`src/rtl/wb_gpio_in_if.sv`:
```
// Wishbone pipelined bus bundle shared by the GPIO input slave and its bus master.
interface wb_if (
    input logic clk,
    input logic rst
);
    logic        cyc;
    logic        stb;
    logic        we;
    logic [31:0] adr;
    logic [3:0]  sel;
    logic [31:0] dat_m;
    logic        ack;
    logic        stall;
    logic        err;
    logic [31:0] dat_s;

    modport slave (
        input  clk, rst, cyc, stb, we, adr, sel, dat_m,
        output ack, stall, err, dat_s
    );

    modport master (
        input  clk, rst, ack, stall, err, dat_s,
        output cyc, stb, we, adr, sel, dat_m
    );
endinterface

```
`src/rtl/wb_gpio_in.sv`:
```
// Wishbone slave for board inputs: per-pin sync + debounce, sticky edge capture, register readout.
// Optional irq output and IRQ_MASK register are enabled with WB_GPIO_IN_IRQ_EN.
module wb_gpio_in_lane #(
    parameter int DEBOUNCE_CYCLES = 100000
) (
    input  logic clk,
    input  logic rst,
    input  logic pin,
    output logic raw,
    output logic data,
    output logic rise_ev,
    output logic fall_ev
);
    localparam int CW = $clog2(DEBOUNCE_CYCLES + 1);
    localparam logic [CW-1:0] CNT_LAST = CW'(DEBOUNCE_CYCLES - 1);

    logic          s1;
    logic [CW-1:0] cnt;
    logic          flip;

    assign flip    = (raw != data) && (cnt == CNT_LAST);
    assign rise_ev = flip & raw;
    assign fall_ev = flip & ~raw;

    always_ff @(posedge clk) begin
        if (rst) begin
            s1   <= 1'b0;
            raw  <= 1'b0;
            data <= 1'b0;
            cnt  <= '0;
        end else begin
            s1  <= pin;
            raw <= s1;
            if (raw == data) begin
                cnt <= '0;
            end else if (flip) begin
                data <= raw;
                cnt  <= '0;
            end else begin
                cnt <= cnt + 1'b1;
            end
        end
    end
endmodule

module wb_gpio_in #(
    parameter int N               = 1,
    parameter int DEBOUNCE_CYCLES = 100000
) (
    wb_if.slave         wb,
    input  logic [N-1:0] gpio_in
`ifdef WB_GPIO_IN_IRQ_EN
    ,
    output logic         irq
`endif
);
    logic [N-1:0] raw, data, rise_ev, fall_ev;
    logic [N-1:0] rise, fall;
    logic [31:0]  rdata;
    logic [31:0]  be;
    logic [31:0]  wmask;
    logic [2:0]   widx;
    logic         req;
    logic         wr;
    logic [N-1:0] clr_r, clr_f;
    logic         unused_bits;

    for (genvar i = 0; i < N; i++) begin : g_lane
        wb_gpio_in_lane #(.DEBOUNCE_CYCLES(DEBOUNCE_CYCLES)) u_lane (
            .clk     (wb.clk),
            .rst     (wb.rst),
            .pin     (gpio_in[i]),
            .raw     (raw[i]),
            .data    (data[i]),
            .rise_ev (rise_ev[i]),
            .fall_ev (fall_ev[i])
        );
    end

    assign req   = wb.cyc & wb.stb;
    assign wr    = req & wb.we;
    assign widx  = wb.adr[4:2];
    assign be    = {{8{wb.sel[3]}}, {8{wb.sel[2]}}, {8{wb.sel[1]}}, {8{wb.sel[0]}}};
    assign wmask = wb.dat_m & be;
    assign clr_r = (wr && widx == 3'd1) ? wmask[N-1:0] : '0;
    assign clr_f = (wr && widx == 3'd2) ? wmask[N-1:0] : '0;

    assign wb.stall = 1'b0;
    assign wb.err   = 1'b0;

    assign unused_bits = ^{wb.adr[31:5], wb.adr[1:0], wmask};

`ifdef WB_GPIO_IN_IRQ_EN
    logic [N-1:0] mask_r, mask_f;
`endif

    always_comb begin
        rdata = '0;
        case (widx)
            3'd0: rdata = 32'(data);
            3'd1: rdata = 32'(rise);
            3'd2: rdata = 32'(fall);
            3'd3: rdata = 32'(raw);
`ifdef WB_GPIO_IN_IRQ_EN
            3'd4: rdata = {16'(mask_f), 16'(mask_r)};
`endif
            default: rdata = '0;
        endcase
    end

    // A new edge event overrides a same-cycle W1C clear of that bit.
    always_ff @(posedge wb.clk) begin
        if (wb.rst) begin
            wb.ack   <= 1'b0;
            wb.dat_s <= '0;
            rise     <= '0;
            fall     <= '0;
        end else begin
            wb.ack   <= req;
            wb.dat_s <= req ? rdata : '0;
            rise     <= (rise & ~clr_r) | rise_ev;
            fall     <= (fall & ~clr_f) | fall_ev;
        end
    end

`ifdef WB_GPIO_IN_IRQ_EN
    always_ff @(posedge wb.clk) begin
        if (wb.rst) begin
            mask_r <= '0;
            mask_f <= '0;
            irq    <= 1'b0;
        end else begin
            if (wr && widx == 3'd4) begin
                mask_r <= (mask_r & ~be[N-1:0])      | (wb.dat_m[N-1:0]      & be[N-1:0]);
                mask_f <= (mask_f & ~be[16 +: N])    | (wb.dat_m[16 +: N]    & be[16 +: N]);
            end
            irq <= (|(rise & mask_r)) | (|(fall & mask_f));
        end
    end
`endif
endmodule

```
`src/flat_wrapper.sv`:
```
// flat-port wrapper written by rule: the top's interface ports become plain ports
module wb_gpio_in_flat 
#(
    parameter int N               = 1,
    parameter int DEBOUNCE_CYCLES = 100000
)
  (gpio_in, clk, rst, wb_cyc, wb_stb, wb_we, wb_adr, wb_sel, wb_dat_m, wb_ack, wb_stall, wb_err, wb_dat_s);
  wb_if wb_i (.clk(clk), .rst(rst));
  input  logic [N-1:0] gpio_in;
  input wire logic clk;
  input wire logic rst;
  input wire logic [$bits(wb_i.cyc)-1:0] wb_cyc;
  input wire logic [$bits(wb_i.stb)-1:0] wb_stb;
  input wire logic [$bits(wb_i.we)-1:0] wb_we;
  input wire logic [$bits(wb_i.adr)-1:0] wb_adr;
  input wire logic [$bits(wb_i.sel)-1:0] wb_sel;
  input wire logic [$bits(wb_i.dat_m)-1:0] wb_dat_m;
  output wire logic [$bits(wb_i.ack)-1:0] wb_ack;
  output wire logic [$bits(wb_i.stall)-1:0] wb_stall;
  output wire logic [$bits(wb_i.err)-1:0] wb_err;
  output wire logic [$bits(wb_i.dat_s)-1:0] wb_dat_s;
  assign wb_i.cyc = wb_cyc;
  assign wb_i.stb = wb_stb;
  assign wb_i.we = wb_we;
  assign wb_i.adr = wb_adr;
  assign wb_i.sel = wb_sel;
  assign wb_i.dat_m = wb_dat_m;
  assign wb_ack = wb_i.ack;
  assign wb_stall = wb_i.stall;
  assign wb_err = wb_i.err;
  assign wb_dat_s = wb_i.dat_s;
  wb_gpio_in #(.N(N), .DEBOUNCE_CYCLES(DEBOUNCE_CYCLES)) u_core (.wb(wb_i), .gpio_in(gpio_in));
endmodule
```
`config.mk`:
```
export PLATFORM = sky130hd
export DESIGN_NAME = wb_gpio_in_flat
export DESIGN_NICKNAME = d
export VERILOG_FILES = /design/src/rtl/wb_gpio_in_if.sv /design/src/rtl/wb_gpio_in.sv /design/src/flat_wrapper.sv
export SDC_FILE = /design/constraint.sdc
export NUM_CORES = 1
export LEC_CHECK = 0
export CORE_ASPECT_RATIO = 2
export CORE_MARGIN = 8
export CORE_UTILIZATION = 29
export DETAILED_ROUTE_END_ITERATION = 16
export PLACE_DENSITY = 0.86
export REMOVE_ABC_BUFFERS = 1
export SYNTH_ARGS = -nofsm -noshare
export SYNTH_HDL_FRONTEND = slang
export SYNTH_SLANG_ARGS = --single-unit
```
`constraint.sdc`:
```
create_clock -name clk -period 1.6 [get_ports clk]
set_input_delay 0.32 -clock clk [delete_from_list [all_inputs] [get_ports clk]]
set_output_delay 0.32 -clock clk [all_outputs]
set_load 0.1 [all_outputs]
```
==> metrics.md <==
| Metric | Value |
|---|---|
| Leak pwr | approximately 0.55 nW |
| Maximum number of pins on one net before global-route repair | 13 |
| Met1 capacity usage during global routing | 0.0716 |
| Comb pwr share | 0.298 |
| Clock Latency Late Sink | ~0.26 ns |
| Result of the run | finished, final reports clean |
| Weighted congestion reported at the end of routability-driven placement | 0.909 |
| Type of the most critical hold path | flip-flop to flip-flop |
| Final Instance Count excl. Fillers | 222 |
| Timing-limited maximum frequency | between 0.6 and 0.7 GHz |
| Number of failing setup endpoints in the final timing report | 0 |
| Met3 capacity usage during global routing | 0.0201 |
| Port Buffer Count | 12 |
| CTS tree | built |
| Violation count after the first detailed-route iteration | 38 |
| Worst endpoint required time | between 1.5 and 2 ns |
| Most frequently used flop master after synthesis | sky130_fd_sc_hd__dfxtp_1 |
| Slack of the critical path | between 0.06 and 0.07 ns |
| Top Ports | approximately 110 |
| Setup repair after global routing missed its margin | true |
| Worst path slowest cell | sky130_fd_sc_hd__or3_4 |
| Post-synthesis instance area | 1320 sq um |
| Chip width | around 64 um |
| Number of synthesis warnings | 0 |
| CP max stage delay | 0.34 ns |
| Switching part of the total | 0.400 |
| Main area contributors after synthesis | sky130_fd_sc_hd__dfxtp_1, sky130_fd_sc_hd__buf_4, sky130_fd_sc_hd__nor2_1, sky130_fd_sc_hd__xnor2_1, sky130_fd_sc_hd__xor2_1 |
| Level count of the clock H-tree | 1 |
| Internal power consumption | ~0.81 mW |
| Mean instance size in the synthesized netlist | 8.94 sq um |
| Switching component of the power | between 0.5 and 0.6 mW |
| Busiest grt layer | met2 |
| Detailed Place HPWL | slightly below 2 mm |
| Post-Route Utilization | 0.331 |
| Detail-routed net length per standard cell | 11.2 um |
| Total number of vias | 979 |
| Cell-by-cell listing of the critical path | ha_2, and4_1, and4_4, or3_4, buf_6, a21oi_1 |
| Overflow left after global routing | 0 |
| Initial DRT Pass Iterations | 4 |
| Number of placed instances, taps included | around 220 |
| Power per cell area | 900 nW/um^2 |
| Post-synth EDFFs | 0 |
| Die Ht | around 110 um |
| FP Rows | 35 |
| Final nets | around 240 |
| Number of fill cells in the layout | between 400 and 500 |
| Share of total power in the clock network | 0.254 |
| Drc violations | 0 |
| Sequential Power Share | 0.449 |
| Area after detailed placement | around 1400 sq um |
| Core region area | about 4500 sq um |
| Ant. Diodes | 0 |
| Met2 Usage GRT | 0.129 |
| FFs w/ async S/R, synth | 0 |
| Crit path time final | ~1.5 ns |
| Wire length of the first global-routing pass | roughly 4.3 mm |
| Post-route standard cell area excluding fillers | between 1000 and 1500 sq um |
| Worst Hold Slack | between 0.4 and 0.5 ns |
| Portion of synthesized cell area occupied by the leading cell type | 0.363 |
| Fin Clk Skew | 0.00262 ns |
| Wire length after detailed routing | roughly 2.5 mm |
| Most common library cell in the layout ignoring fill and taps | sky130_fd_sc_hd__conb_1 |
| Share of layout cells above drive strength 1 | 0.138 |
| Number of nets with antenna violations after routing | 0 |
| Critical path peak fanout | 8 |
| Tot Pwr | approximately 1.3 mW |
| Number of buffers inserted during clock tree synthesis | 3 |
| Number of synthesized register bits | 24 |
| Root Buffer Master | sky130_fd_sc_hd__clkbuf_8 |
| Cell variety after synth | 33 |
| CTS clk-pin slew, worst paths | approximately 0.070 ns |
| Share of the cycle needed by the critical path after routing | 0.960 |
| CP Launch Type | flip-flop |
| Sequential-to-total area share from yosys stat | 0.363 |
| Cell type contributing the most total cell area after synthesis | sky130_fd_sc_hd__dfxtp_1 |
| Setup slack after placement | -0.0210 ns |
| Clock buffer depth | 2 |
| Summed negative setup slack over all endpoints | 0 ns |
| Final Hold Vio Count | 0 |
| Area enclosed by the die boundary | just over 7000 sq um |
| Number of cells produced by synthesis | roughly 150 |
| Max Cap Viol | 0 |
| Sort of element at the end of the critical path | flip-flop |
| CP arrival | between 1.5 and 2 ns |
| Post-CTS Hold Buffers | 0 |
| Starting utilization of the core area | 0.293 |
| Kind of critical path | flip-flop to flip-flop |
| Number of setup buffers added after CTS | 0 |
| Number of antenna violations at the first check in global routing | 0 |
| Number of global-route vias before repair | 1004 |
| Vias per Instance | 4.41 |
| Synthesis-to-layout area growth | 12.9% |
| Commonest cells after routing, fill and taps aside | sky130_fd_sc_hd__conb_1, sky130_fd_sc_hd__dfxtp_1, sky130_fd_sc_hd__nor2_1 |
| Clock Sinks | 24 |
| Largest vdd supply drop | between 400 and 500 uV |
| Slew Viols, Final | 0 |
| Combined global-route utilization of all metal layers | 0.0699 |
==> cells by family after synthesis <==
family	count (synthesis)	synth area share
compound gates	8	0.0321
xor+xnor	14	0.0926
flops	24	0.363
buf+inv	39	0.225
simple gates	59	0.250
other cells	1	0.00283
mux	2	0.0246
fa+ha+maj	1	0.00945
==> what timing repair did <==
item                                    CTS  global route
hold endpoints to repair                  0             0
gates resized for setup                   0             8
endpoints found under the setup margin    0            17
==> cell type report <==
class                           count  area, sq um  share of cell area
Multi-Input combinational cell    117          681               0.455
Sequential cell                    24          482               0.322
Timing Repair Buffer               21          215               0.144
Tap cell                           55         68.8              0.0460
Clock buffer                        3         41.3              0.0276
Inverter                            2         7.51             0.00502
==> power by group through the flow <==
| stage | clock [mW] | sequential (mW) | combinational [mW] |
|---|---|---|---|
| 2_1_floorplan | 0 | 0.625 | 0.345 |
| 6_report | 0.341 | 0.604 | 0.400 |
| 4_1_cts | 0.358 | 0.604 | 0.395 |
| 3_5_place_dp | 0 | 0.618 | 0.395 |
| 3_3_place_gp | 0 | 0.618 | 0.393 |
| 5_1_grt | 0.376 | 0.604 | 0.410 |
==> state kept, by name, indices dropped and copies added (netlist names) <==
| name | cells |
|---|---|
| u_core.g_lane.u_lane.s1 | 1 |
| u_core.wb.dat_s | 1 |
| u_core.g_lane.u_lane.raw | 1 |
| u_core.fall | 1 |
| u_core.rise | 1 |
| u_core.g_lane.u_lane.cnt | 17 |
| u_core.wb.ack | 1 |
| u_core.g_lane.u_lane.data | 1 |
==> synth_stat cells (2+ instances only) <==
cell,n
sky130_fd_sc_hd__nand3b_1,2
sky130_fd_sc_hd__inv_1,2
sky130_fd_sc_hd__nor3_1,2
sky130_fd_sc_hd__nor2_1,17
sky130_fd_sc_hd__nor2b_1,2
sky130_fd_sc_hd__buf_6,2
sky130_fd_sc_hd__o21ai_0,3
sky130_fd_sc_hd__nand4_1,5
sky130_fd_sc_hd__nand2b_1,2
sky130_fd_sc_hd__and3_1,4
sky130_fd_sc_hd__buf_4,33
sky130_fd_sc_hd__nor4_1,2
sky130_fd_sc_hd__nand3_1,8
sky130_fd_sc_hd__xnor2_1,7
sky130_fd_sc_hd__nand2_1,4
sky130_fd_sc_hd__xor2_1,7
sky130_fd_sc_hd__a21oi_1,4
sky130_fd_sc_hd__nor4b_1,2
sky130_fd_sc_hd__or3_1,2
sky130_fd_sc_hd__dfxtp_1,24
sky130_fd_sc_hd__nor4bb_1,2
==> per-layer routing <==
| layer | vias to the layer above | part of all wire |
|---|---|---|
| li1 | 475 | - |
| met1 | 463 | 0.38 |
| met2 | 38 | 0.54 |
| met3 | 3 | 0.068 |
| met4 | 0 | 0.012 |
| met5 | - | 0 |
==> worst paths after layout <==
| check | startpoint | to | slack, ns | cells past startpoint |
|---|---|---|---|---|
| max | u_core.g_lane[0].u_lane.cnt[0]$_SDFF_PP0_ | u_core.g_lane[0].u_lane.cnt[16]$_SDFF_PP0_ | 0.06 | 6 |
| min | u_core.g_lane[0].u_lane.s1$_SDFF_PP0_ | u_core.g_lane[0].u_lane.raw$_SDFF_PP0_ | 0.45 | 1 |
| max reg2reg | u_core.g_lane[0].u_lane.cnt[0]$_SDFF_PP0_ | u_core.g_lane[0].u_lane.cnt[16]$_SDFF_PP0_ | 0.06 | 6 |
| min reg2reg | u_core.g_lane[0].u_lane.s1$_SDFF_PP0_ | u_core.g_lane[0].u_lane.raw$_SDFF_PP0_ | 0.45 | 1 |
==> worst max-delay path, delay by kind of cell, from the launching register on <==
kind / cells / cell delay (ns)
AO/OA/AOI/OAI: 1 / 0.10
adder cells (fa/ha/maj): 1 / 0.17
buffers and inverters: 1 / 0.15
flip-flops: 1 / 0.32
AND/OR/NAND/NOR: 3 / 0.72
No activity file was read; power rests on OpenSTA's default activity.
